<file path="config.mk">
export PLATFORM = sky130hd
export DESIGN_NAME = sdram_port_arbiter_flat
export DESIGN_NICKNAME = d
export VERILOG_FILES = /design/src/rtl/sdram_port_arbiter_if.sv /design/src/rtl/sdram_port_arbiter.sv /design/src/flat_wrapper.sv
export SDC_FILE = /design/constraint.sdc
export NUM_CORES = 1
export LEC_CHECK = 0
export BUFFER_PORTS_ARGS = -buffer_cell sky130_fd_sc_hd__buf_2
export CAP_MARGIN = 10
export CORE_UTILIZATION = 53
export DETAILED_ROUTE_END_ITERATION = 10
export PLACE_DENSITY = 0.79
export SYNTH_ARGS = -nofsm -noshare
export SYNTH_HDL_FRONTEND = slang
export SYNTH_SLANG_ARGS = --single-unit
</file>
<file path="constraint.sdc">
create_clock -name clk -period 3.05 [get_ports clk]
set_clock_uncertainty 0.1 [all_clocks]
set_input_delay 0.305 -clock clk [delete_from_list [all_inputs] [get_ports clk]]
set_output_delay 0.305 -clock clk [all_outputs]
set_load 0.03 [all_outputs]
</file>
<file path="src/rtl/sdram_port_arbiter_if.sv">
// -----------------------------------------------------------------------------
// sdram_port_arbiter_if
//
// Bundles the two client request ports and the single controller-side port of
// sdram_port_arbiter.
//
// Client N signals (N = 0, 1):
//   cN_addr / cN_data / cN_byte_en : request address, write data, write mask
//   cN_wr / cN_rd                  : one-cycle write / read strobes
//   cN_busy                        : request register occupied
//   cN_q / cN_ready                : read data and one-cycle completion pulse
// Controller-side signals:
//   port_addr / port_data / port_byte_en / port_wr / port_rd : command out
//   port_available                 : controller accepts a command this cycle
//   port_q / port_ready            : returned read data and its valid pulse
//
// Modports:
//   slave  : the arbiter's view (clients in, controller command out)
//   master : the environment's view (drives clients, plays the controller)
// -----------------------------------------------------------------------------
interface sdram_port_arbiter_if #(
    parameter int ADDR_WIDTH    = 25,
    parameter int DATA_WIDTH    = 16,
    parameter int BYTE_EN_WIDTH = 2,
    parameter int OUTPUT_WIDTH  = 16
);

    logic [ADDR_WIDTH-1:0]    c0_addr;
    logic [DATA_WIDTH-1:0]    c0_data;
    logic [BYTE_EN_WIDTH-1:0] c0_byte_en;
    logic                     c0_wr;
    logic                     c0_rd;
    logic                     c0_busy;
    logic [OUTPUT_WIDTH-1:0]  c0_q;
    logic                     c0_ready;

    logic [ADDR_WIDTH-1:0]    c1_addr;
    logic [DATA_WIDTH-1:0]    c1_data;
    logic [BYTE_EN_WIDTH-1:0] c1_byte_en;
    logic                     c1_wr;
    logic                     c1_rd;
    logic                     c1_busy;
    logic [OUTPUT_WIDTH-1:0]  c1_q;
    logic                     c1_ready;

    logic [ADDR_WIDTH-1:0]    port_addr;
    logic [DATA_WIDTH-1:0]    port_data;
    logic [BYTE_EN_WIDTH-1:0] port_byte_en;
    logic                     port_wr;
    logic                     port_rd;
    logic                     port_available;
    logic [OUTPUT_WIDTH-1:0]  port_q;
    logic                     port_ready;

    modport slave (
        input  c0_addr, c0_data, c0_byte_en, c0_wr, c0_rd,
        output c0_busy, c0_q, c0_ready,
        input  c1_addr, c1_data, c1_byte_en, c1_wr, c1_rd,
        output c1_busy, c1_q, c1_ready,
        output port_addr, port_data, port_byte_en, port_wr, port_rd,
        input  port_available, port_q, port_ready
    );

    modport master (
        output c0_addr, c0_data, c0_byte_en, c0_wr, c0_rd,
        input  c0_busy, c0_q, c0_ready,
        output c1_addr, c1_data, c1_byte_en, c1_wr, c1_rd,
        input  c1_busy, c1_q, c1_ready,
        input  port_addr, port_data, port_byte_en, port_wr, port_rd,
        output port_available, port_q, port_ready
    );

endinterface

</file>
<file path="src/rtl/sdram_port_arbiter.sv">
// -----------------------------------------------------------------------------
// sdram_port_arbiter
//
// Two-client front end for a single SDRAM controller port. Each client owns a
// one-entry request register; a round-robin arbiter issues one command at a
// time downstream, keeps at most one read outstanding and steers the returned
// data and completion pulse back to the owning client.
//
// Ports:
//   clk    : single clock, all logic on the rising edge
//   reset  : asynchronous, active-low reset
//   bus    : sdram_port_arbiter_if.slave
//            clients  cN_addr/data/byte_en/wr/rd in, cN_busy/q/ready out
//            port     port_addr/data/byte_en/wr/rd out,
//                     port_available/port_q/port_ready in
//
// Every output comes straight from a flop; client strobes and port_available
// only ever reach outputs through a register stage.
// -----------------------------------------------------------------------------
module sdram_port_arbiter #(
    parameter int ADDR_WIDTH    = 25,
    parameter int DATA_WIDTH    = 16,
    parameter int BYTE_EN_WIDTH = 2,
    parameter int OUTPUT_WIDTH  = 16
) (
    input  logic                clk,
    input  logic                reset,
    sdram_port_arbiter_if.slave bus
);

    typedef enum logic [1:0] {
        IDLE    = 2'd0,
        ISSUE   = 2'd1,
        WAIT_RD = 2'd2
    } state_t;

    // ---------------------------------------------------------------------
    // Client-side inputs gathered into arrays so both clients share logic
    // ---------------------------------------------------------------------
    logic [1:0]               cli_wr_s;
    logic [1:0]               cli_rd_s;
    logic [ADDR_WIDTH-1:0]    cli_addr_s    [2];
    logic [DATA_WIDTH-1:0]    cli_data_s    [2];
    logic [BYTE_EN_WIDTH-1:0] cli_byte_en_s [2];

    assign cli_wr_s         = {bus.c1_wr, bus.c0_wr};
    assign cli_rd_s         = {bus.c1_rd, bus.c0_rd};
    assign cli_addr_s[0]    = bus.c0_addr;
    assign cli_addr_s[1]    = bus.c1_addr;
    assign cli_data_s[0]    = bus.c0_data;
    assign cli_data_s[1]    = bus.c1_data;
    assign cli_byte_en_s[0] = bus.c0_byte_en;
    assign cli_byte_en_s[1] = bus.c1_byte_en;

    // ---------------------------------------------------------------------
    // Request registers (one entry per client)
    // ---------------------------------------------------------------------
    logic [1:0]               req_valid_r;
    logic [1:0]               req_wr_r;
    logic [ADDR_WIDTH-1:0]    req_addr_r    [2];
    logic [DATA_WIDTH-1:0]    req_data_r    [2];
    logic [BYTE_EN_WIDTH-1:0] req_byte_en_r [2];

    // ---------------------------------------------------------------------
    // Arbiter / downstream registers
    // ---------------------------------------------------------------------
    state_t                   state_r;
    logic                     owner_r;
    logic                     last_grant_r;
    logic [ADDR_WIDTH-1:0]    port_addr_r;
    logic [DATA_WIDTH-1:0]    port_data_r;
    logic [BYTE_EN_WIDTH-1:0] port_byte_en_r;
    logic                     port_wr_r;
    logic                     port_rd_r;
    logic [1:0]               ready_r;
    logic [OUTPUT_WIDTH-1:0]  q_r [2];

    // Combinational decisions shared by the request registers and the FSM
    logic [1:0]               done_s;
    logic                     grant_s;

    // Completion this cycle: accepted write, or read data returned while
    // waiting. port_ready outside WAIT_RD never completes anything.
    always_comb begin
        done_s = 2'b00;
        case (state_r)
            ISSUE: begin
                if (bus.port_available && port_wr_r) begin
                    done_s[owner_r] = 1'b1;
                end else begin
                    done_s = 2'b00;
                end
            end
            WAIT_RD: begin
                if (bus.port_ready) begin
                    done_s[owner_r] = 1'b1;
                end else begin
                    done_s = 2'b00;
                end
            end
            default: begin
                done_s = 2'b00;
            end
        endcase
    end

    // Round-robin winner: on contention the client not granted last wins,
    // otherwise whichever client is pending.
    always_comb begin
        grant_s = 1'b0;
        if (req_valid_r == 2'b11) begin
            grant_s = ~last_grant_r;
        end else if (req_valid_r[1]) begin
            grant_s = 1'b1;
        end else begin
            grant_s = 1'b0;
        end
    end

    // Request capture and release. A completing client cannot be strobing
    // into a full register, so release and capture never collide; a client
    // may re-strobe in the cycle its busy is seen low.
    always_ff @(posedge clk or negedge reset) begin
        if (!reset) begin
            req_valid_r <= 2'b00;
            req_wr_r    <= 2'b00;
            for (int i = 0; i < 2; i++) begin
                req_addr_r[i]    <= {ADDR_WIDTH{1'b0}};
                req_data_r[i]    <= {DATA_WIDTH{1'b0}};
                req_byte_en_r[i] <= {BYTE_EN_WIDTH{1'b0}};
            end
        end else begin
            for (int i = 0; i < 2; i++) begin
                if (done_s[i]) begin
                    req_valid_r[i] <= 1'b0;
                end else if (!req_valid_r[i] && (cli_wr_s[i] || cli_rd_s[i])) begin
                    req_valid_r[i]   <= 1'b1;
                    // wr wins when both strobes are high
                    req_wr_r[i]      <= cli_wr_s[i];
                    req_addr_r[i]    <= cli_addr_s[i];
                    req_data_r[i]    <= cli_data_s[i];
                    req_byte_en_r[i] <= cli_byte_en_s[i];
                end
            end
        end
    end

    // Arbiter FSM with registered downstream command, read data and
    // completion pulses.
    always_ff @(posedge clk or negedge reset) begin
        if (!reset) begin
            state_r        <= IDLE;
            owner_r        <= 1'b0;
            last_grant_r   <= 1'b1;
            port_addr_r    <= {ADDR_WIDTH{1'b0}};
            port_data_r    <= {DATA_WIDTH{1'b0}};
            port_byte_en_r <= {BYTE_EN_WIDTH{1'b0}};
            port_wr_r      <= 1'b0;
            port_rd_r      <= 1'b0;
            ready_r        <= 2'b00;
            q_r[0]         <= {OUTPUT_WIDTH{1'b0}};
            q_r[1]         <= {OUTPUT_WIDTH{1'b0}};
        end else begin
            // completion pulse lands one cycle after the completing event
            ready_r <= done_s;
            case (state_r)
                IDLE: begin
                    if (|req_valid_r) begin
                        port_addr_r    <= req_addr_r[grant_s];
                        port_data_r    <= req_data_r[grant_s];
                        port_byte_en_r <= req_byte_en_r[grant_s];
                        port_wr_r      <= req_wr_r[grant_s];
                        port_rd_r      <= ~req_wr_r[grant_s];
                        owner_r        <= grant_s;
                        last_grant_r   <= grant_s;
                        state_r        <= ISSUE;
                    end
                end
                ISSUE: begin
                    // command and its payload are held until accepted
                    if (bus.port_available) begin
                        port_wr_r <= 1'b0;
                        port_rd_r <= 1'b0;
                        state_r   <= port_wr_r ? IDLE : WAIT_RD;
                    end
                end
                WAIT_RD: begin
                    if (bus.port_ready) begin
                        q_r[owner_r] <= bus.port_q;
                        state_r      <= IDLE;
                    end
                end
                default: begin
                    port_wr_r <= 1'b0;
                    port_rd_r <= 1'b0;
                    state_r   <= IDLE;
                end
            endcase
        end
    end

    assign bus.c0_busy      = req_valid_r[0];
    assign bus.c1_busy      = req_valid_r[1];
    assign bus.c0_ready     = ready_r[0];
    assign bus.c1_ready     = ready_r[1];
    assign bus.c0_q         = q_r[0];
    assign bus.c1_q         = q_r[1];
    assign bus.port_addr    = port_addr_r;
    assign bus.port_data    = port_data_r;
    assign bus.port_byte_en = port_byte_en_r;
    assign bus.port_wr      = port_wr_r;
    assign bus.port_rd      = port_rd_r;

endmodule

</file>
<file path="src/flat_wrapper.sv">
// flat-port wrapper written by rule: the top's interface ports become plain ports
module sdram_port_arbiter_flat 
#(
    parameter int ADDR_WIDTH    = 25,
    parameter int DATA_WIDTH    = 16,
    parameter int BYTE_EN_WIDTH = 2,
    parameter int OUTPUT_WIDTH  = 16
)
  (clk, reset, bus_c0_addr, bus_c0_data, bus_c0_byte_en, bus_c0_wr, bus_c0_rd, bus_c0_busy, bus_c0_q, bus_c0_ready, bus_c1_addr, bus_c1_data, bus_c1_byte_en, bus_c1_wr, bus_c1_rd, bus_c1_busy, bus_c1_q, bus_c1_ready, bus_port_addr, bus_port_data, bus_port_byte_en, bus_port_wr, bus_port_rd, bus_port_available, bus_port_q, bus_port_ready);
  sdram_port_arbiter_if #(.ADDR_WIDTH(ADDR_WIDTH), .DATA_WIDTH(DATA_WIDTH), .BYTE_EN_WIDTH(BYTE_EN_WIDTH), .OUTPUT_WIDTH(OUTPUT_WIDTH)) bus_i ();
  input  logic clk;
  input  logic reset;
  input wire logic [$bits(bus_i.c0_addr)-1:0] bus_c0_addr;
  input wire logic [$bits(bus_i.c0_data)-1:0] bus_c0_data;
  input wire logic [$bits(bus_i.c0_byte_en)-1:0] bus_c0_byte_en;
  input wire logic [$bits(bus_i.c0_wr)-1:0] bus_c0_wr;
  input wire logic [$bits(bus_i.c0_rd)-1:0] bus_c0_rd;
  output wire logic [$bits(bus_i.c0_busy)-1:0] bus_c0_busy;
  output wire logic [$bits(bus_i.c0_q)-1:0] bus_c0_q;
  output wire logic [$bits(bus_i.c0_ready)-1:0] bus_c0_ready;
  input wire logic [$bits(bus_i.c1_addr)-1:0] bus_c1_addr;
  input wire logic [$bits(bus_i.c1_data)-1:0] bus_c1_data;
  input wire logic [$bits(bus_i.c1_byte_en)-1:0] bus_c1_byte_en;
  input wire logic [$bits(bus_i.c1_wr)-1:0] bus_c1_wr;
  input wire logic [$bits(bus_i.c1_rd)-1:0] bus_c1_rd;
  output wire logic [$bits(bus_i.c1_busy)-1:0] bus_c1_busy;
  output wire logic [$bits(bus_i.c1_q)-1:0] bus_c1_q;
  output wire logic [$bits(bus_i.c1_ready)-1:0] bus_c1_ready;
  output wire logic [$bits(bus_i.port_addr)-1:0] bus_port_addr;
  output wire logic [$bits(bus_i.port_data)-1:0] bus_port_data;
  output wire logic [$bits(bus_i.port_byte_en)-1:0] bus_port_byte_en;
  output wire logic [$bits(bus_i.port_wr)-1:0] bus_port_wr;
  output wire logic [$bits(bus_i.port_rd)-1:0] bus_port_rd;
  input wire logic [$bits(bus_i.port_available)-1:0] bus_port_available;
  input wire logic [$bits(bus_i.port_q)-1:0] bus_port_q;
  input wire logic [$bits(bus_i.port_ready)-1:0] bus_port_ready;
  assign bus_i.c0_addr = bus_c0_addr;
  assign bus_i.c0_data = bus_c0_data;
  assign bus_i.c0_byte_en = bus_c0_byte_en;
  assign bus_i.c0_wr = bus_c0_wr;
  assign bus_i.c0_rd = bus_c0_rd;
  assign bus_c0_busy = bus_i.c0_busy;
  assign bus_c0_q = bus_i.c0_q;
  assign bus_c0_ready = bus_i.c0_ready;
  assign bus_i.c1_addr = bus_c1_addr;
  assign bus_i.c1_data = bus_c1_data;
  assign bus_i.c1_byte_en = bus_c1_byte_en;
  assign bus_i.c1_wr = bus_c1_wr;
  assign bus_i.c1_rd = bus_c1_rd;
  assign bus_c1_busy = bus_i.c1_busy;
  assign bus_c1_q = bus_i.c1_q;
  assign bus_c1_ready = bus_i.c1_ready;
  assign bus_port_addr = bus_i.port_addr;
  assign bus_port_data = bus_i.port_data;
  assign bus_port_byte_en = bus_i.port_byte_en;
  assign bus_port_wr = bus_i.port_wr;
  assign bus_port_rd = bus_i.port_rd;
  assign bus_i.port_available = bus_port_available;
  assign bus_i.port_q = bus_port_q;
  assign bus_i.port_ready = bus_port_ready;
  sdram_port_arbiter #(.ADDR_WIDTH(ADDR_WIDTH), .DATA_WIDTH(DATA_WIDTH), .BYTE_EN_WIDTH(BYTE_EN_WIDTH), .OUTPUT_WIDTH(OUTPUT_WIDTH)) u_core (.clk(clk), .reset(reset), .bus(bus_i));
endmodule
</file>
* Word level (Yosys, flattened, before mapping)
Cells that the tools add are included.
** Storage, ports and cells
- Output and inout port bits :: 81
- Word-level logic and storage cells :: 94
- Bits of input ports :: 110
- Bits in registers :: 173
** Cells by class
- Bitwise logic cells :: 7
- Reductions and logical operators :: 19
- Equal/unequal tests :: 6
- Mux-type cells :: 35
- Magnitude comparators :: 6
** Operators by type and width (count)
- $mux W25 :: 3
- $mux W16 :: 4
- $bwmux W32 :: 1
- $mux W2 :: 9
- $demux W16 S1 :: 1
- $mux W1 :: 12
- $reduce_and A2 Y1 :: 4
- $pmux W1 S3 :: 2
- $pmux W2 S3 :: 1
- $reduce_and A3 Y1 :: 2
- $logic_and A1 B1 Y1 :: 5
- $not A1 Y1 :: 5
- $eq A2 B2 Y1 const B :: 2
- $ge A2 B2 Y1 const B :: 2
- $lt A1 B2 Y1 const B :: 2
- $ne A2 B2 Y1 const B :: 2
- $not A1 Y2 :: 2
- $pmux W2 S2 :: 1
- $reduce_bool A2 Y1 :: 2
- $eq A2 B1 Y1 const B :: 1
- $logic_not A1 Y1 :: 2
- $logic_not A2 Y1 :: 1
- $logic_or A1 B1 Y1 :: 2
- $lt A2 B1 Y1 const B :: 1
- other kinds (4) :: 4

* Depth between registers and ports, before layout
- Depth in word-level cells :: 8
- Depth in mapped cells :: 8
- Depth with buffers taken out :: 5

* Worst setup path before layout
OpenSTA, ideal clock, no wires.
- Path type :: register -> register
- Start point :: reg u_core.state_r[0]
- End point :: reg u_core.req_addr_r[0] in the netlist's numbering
- Clock period less this slack :: 2.291 ns
- Setup slack :: 0.759 ns
- Data arrival time :: 2.066 ns
- Buffers on the path :: 1
- Library setup time :: 0.125 ns
- Required time :: 2.825 ns
- Cell stages (with the launch flop) :: 7
- Path through :: dfrtp_1 -> inv_1 -> ha_1 -> and4_4 -> a2111oi_4 -> buf_6 -> mux2_4
** On the way
- Longest elaborated chain between the ends :: 4
- Elaborated cells on any way between the ends :: 5
- Classes of those cells :: 2 x eq/ne; 1 x mux; 1 x bitwise; 1 x reduce/logical
** Ends and longest elaborated chain
- from (decl) :: line sdram_port_arbiter.sv:67 : state_t state_r;
- from (signal assigned) :: line sdram_port_arbiter.sv:184 : state_r <= port_wr_r ? IDLE : WAIT_RD;
- $eq A2 B2 Y1 or $eq A2 B1 Y1 (tied branches) :: line sdram_port_arbiter.sv:86 : case (state_r)
- $pmux W2 S2 (*) :: line sdram_port_arbiter.sv:86
- $not A1 Y1 (no line) (*)
- $reduce_and A2 Y1 (no line) (*)
- to (signal, indexed assignment) :: line sdram_port_arbiter.sv:128 : req_addr_r[i] <= {ADDR_WIDTH{1'b0}};
- to (signal, indexed assignment) :: line sdram_port_arbiter.sv:140 : req_addr_r[i] <= cli_addr_s[i];
- to (decl) :: line sdram_port_arbiter.sv:60 : logic [ADDR_WIDTH-1:0] req_addr_r [2];
Mark *: on every way between the ends. The rest lies on a longest branch, timed or not.
A chain may end at the register's enable or synchronous reset.

* Worst setup path after layout
- Start point :: reg u_core.state_r[0]
- End point :: reg u_core.req_data_r[26] in the netlist's numbering
** On the way
- Longest elaborated chain between the ends :: 4
- Elaborated cells on any way between the ends :: 5
- Classes of those cells :: 2 x eq/ne; 1 x mux; 1 x bitwise; 1 x reduce/logical
** Ends and longest elaborated chain
- $eq A2 B2 Y1 or $eq A2 B1 Y1 (tied branches) :: line sdram_port_arbiter.sv:86
- $pmux W2 S2 (*) :: line sdram_port_arbiter.sv:86
- $not A1 Y1 (no line) (*)
- $reduce_and A2 Y1 (no line) (*)
- to (signal, indexed assignment) :: line sdram_port_arbiter.sv:129 : req_data_r[i] <= {DATA_WIDTH{1'b0}};
- to (signal, indexed assignment) :: line sdram_port_arbiter.sv:141 : req_data_r[i] <= cli_data_s[i];
- to (decl) :: line sdram_port_arbiter.sv:61 : logic [DATA_WIDTH-1:0] req_data_r [2];
Marks and branches as above.

==> key figures <==
STA
  • Worst-Margin Slew: 851.7 ps
  • Final setup TNS: 0 ps
  • Fin Hold WS: 12.09 ps
  • Max Clk Rate: 0.3987 GHz
  • Slew headroom: 0.4322
  • RSZ-0062 raised after global routing: no
  • Final-report setup violation count: 0
  • Post-layout min period: 2508 ps
  • Post-route setup slack: 542.1 ps
  • Period utilization: 0.8223
  • Max-slew violations: 0
  • Fin. Hold Viols: 0

GRT
  • First-pass GRT wire length: 26640 um
  • Antenna violations before repair: 1
  • Total GRT Usage: 0.2453
  • Pin count of the biggest net entering global routing: 79
  • GRT overflow: 0
  • Number of global-route vias before repair: 5223

Detailed routing
  • Routed via count: 4772
  • DRC Markers: 0
  • Post-Route WL: 16110 um
  • Detail Route Antenna Nets: 0
  • Vias per inst: 5.244
  • DR WL/cell: 17.70 um
  • Starting DRT DRC Count: 235
  • TritonRoute pass-1 iters: 4

Yosys
  • Net Count, Synth: 602
  • Post-synth top area share: 0.5924
  • #FFs+latches synth: 173
  • Biggest area consumer among synthesized cells: dfrtp_1
  • Dominant cells by area after synthesis: dfrtp_1, mux2_4, mux2_2, mux2i_1, o21ai_0
  • Cells after Synth: 489
  • Mapped Area: 7266 um^2
  • Syn_area_per_cell: 14.86 um^2
  • Seq/Total Area, Yosys: 0.5960
  • Synth unique cells: 34
  • Yosys warnings: 0

CTS
  • Clock Latency Late Sink: 430 ps
  • Root Buffer: clkbuf_16
  • Sink Count: 173
  • Max Root-Sink Buffers: 2
  • Hold_buf cts: 40
  • CTS H-tree depth: 4
  • CTS tree: yes
  • Clock transition at the registers of the reported paths: 60 ps
  • Total CTS buffers: 17
  • CTS-repair resized insts: 0
  • Setup bufs post-CTS: 0

Finish
  • Area Growth Syn to Fin: 29.53%
  • Commonest non-fill, non-tap cell in the layout: buf_2
  • Commonest cells after routing, fill and taps aside: buf_2, dfrtp_1, mux2_4, mux2_2, mux2i_1
  • Finished Layout Cells: 910
  • Final Cell Area: 9412 um^2
  • Final core occ: 0.7079
  • Nets: 834
  • Fill count: 901
  • Layout cell share with drive strength beyond 1: 0.4829

Critical path
  • Worst R2R Path Depth: 6
  • Setup CP Type: flip-flop to flip-flop
  • Reg-to-reg endpoint: u_core.req_data_r[26]$_DFFE_PN0P_
  • Worst path arrival time: 2710 ps
  • Crit-path max FO: 44
  • CP Launch Type: flip-flop
  • CP Data Required Time: 3260 ps
  • Crit end category: flip-flop
  • Reg-to-reg startpoint: u_core.state_r[0]$_DFFE_PN0P_
  • R2R setup slack: 540 ps

Placed design
  • DP Area: 8367 um^2
  • Post-Place Worst Slack: 551.9 ps
  • Post-DP HPWL: 10170 um
  • PortBufs: 190
  • Placed cells: 834
  • Gpl congestion: 0.7631

Power and ir drop
  • Worst VDD drop: 0.5836 mV
  • Tot Pwr: 10.79 mW
  • PD cells: 1146 nW/um^2
  • Cell leakage power: 4.721 nW

Floorplanning
  • Ports: 191
  • Core Area: 13300 um^2
  • Initial Utilization: 0.5465
  • Die width: 119.1 um
  • DIE AREA: 14180 um^2
  • Die Y: 119.1 um
  • Cell Rows: 42

Min path
  • HP Start: bus_c0_data[14]
  • HP Class: input port to flip-flop
  • Hold endpoint: u_core.req_data_r[30]$_DFFE_PN0P_
  • Hold Crit Depth: 2

Flow run
  • Max cap viols: 0

Status
  • Run status: completed
[sequential cells by signal, summed over array words and instances (netlist names), 2 cells and up]
name / flops
u_core.req_byte_en_r: 4
u_core.bus.c0_q: 16
u_core.state_r: 2
u_core.bus.port_data: 16
u_core.bus.port_addr: 25
u_core.ready_r: 2
u_core.req_valid_r: 2
u_core.bus.port_byte_en: 2
u_core.bus.c1_q: 16
u_core.req_data_r: 32
u_core.req_wr_r: 2
u_core.req_addr_r: 50
[layer usage]
metal | global-route usage | vias up | wire [um]
met3 | 0.06992 | 28 | 933
met4 | 0.1021 | 0 | 322
met2 | 0.4041 | 149 | 7989
li1 | - | 2183 | -
met1 | 0.3031 | 2412 | 6865
met5 | 0 | - | 0
[synth_stat cells]
cell,instances
a2111o_1,1
a2111oi_4,1
a21boi_0,1
a21oi_1,1
a22o_1,1
a31o_2,1
a31oi_1,1
a32o_1,1
and4_4,2
and4b_1,1
buf_2,3
buf_4,4
buf_6,10
clkbuf_1,10
dfrtp_1,172
dfstp_2,1
ha_1,3
inv_1,3
mux2_2,51
mux2_4,70
mux2i_1,45
nand2_1,44
nand2b_1,1
nand3_1,2
nor2_1,4
nor2b_1,2
nor3_1,2
nor3b_1,1
o21ai_0,44
o21ai_1,1
o31a_1,1
o31ai_1,1
o32a_1,2
or4b_2,1
[cells by family after synthesis]
logic type                 after synthesis  share of synthesized area
DFF                                    173                     0.5960
muxes                                  166                     0.2857
and+or+nand+nor                         60                    0.03702
AOI/OAI and AO/OA                       57                    0.04770
buffers and inverters                   30                    0.02841
adders and majority gates                3                   0.005167
[worst max-delay path, cell delays in order, from the launching register on]
cell	delay, ps
dfrtp_1	370
inv_1	70
ha_1	340
and4_4	230
a2111o_2	460
buf_4	360
mux2_4	410
[area by class of cell]
class                           count  area (um^2)  share of cell area
Multi-Input combinational cell    286         2753              0.2925
Antenna cell                        1        2.502           0.0002659
Sequential cell                   173         4330              0.4601
Clock buffer                       24        491.7             0.05225
Inverter                            3        11.26            0.001196
Tap cell                          176        220.2             0.02340
Clock inverter                      7        110.1             0.01170
Timing Repair Buffer              240         1493              0.1586
[power by group]
part	total, mW	switching (mW)	internal (mW)
registers	4.11	0.667	3.44
clock network	2.21	0.847	1.37
logic	4.47	2.44	2.03
[worst max path at each step]
stage / start / end / slack [ps] / cells after the start
4_1_cts: u_core.state_r[0]$_DFFE_PN0P_ / u_core.req_wr_r[0]$_DFFE_PN0P_ / 540 / 6
5_1_grt: u_core.state_r[0]$_DFFE_PN0P_ / u_core.req_wr_r[0]$_DFFE_PN0P_ / 410 / 6
3_3_place_gp: u_core.state_r[0]$_DFFE_PN0P_ / u_core.req_data_r[20]$_DFFE_PN0P_ / 620 / 6
2_1_floorplan: u_core.state_r[0]$_DFFE_PN0P_ / u_core.req_addr_r[0]$_DFFE_PN0P_ / 760 / 6
3_5_place_dp: u_core.state_r[0]$_DFFE_PN0P_ / u_core.req_addr_r[49]$_DFFE_PN0P_ / 550 / 6
6_report: u_core.state_r[0]$_DFFE_PN0P_ / u_core.req_data_r[26]$_DFFE_PN0P_ / 540 / 6
Note: power is estimated with default switching activity, not from simulation.
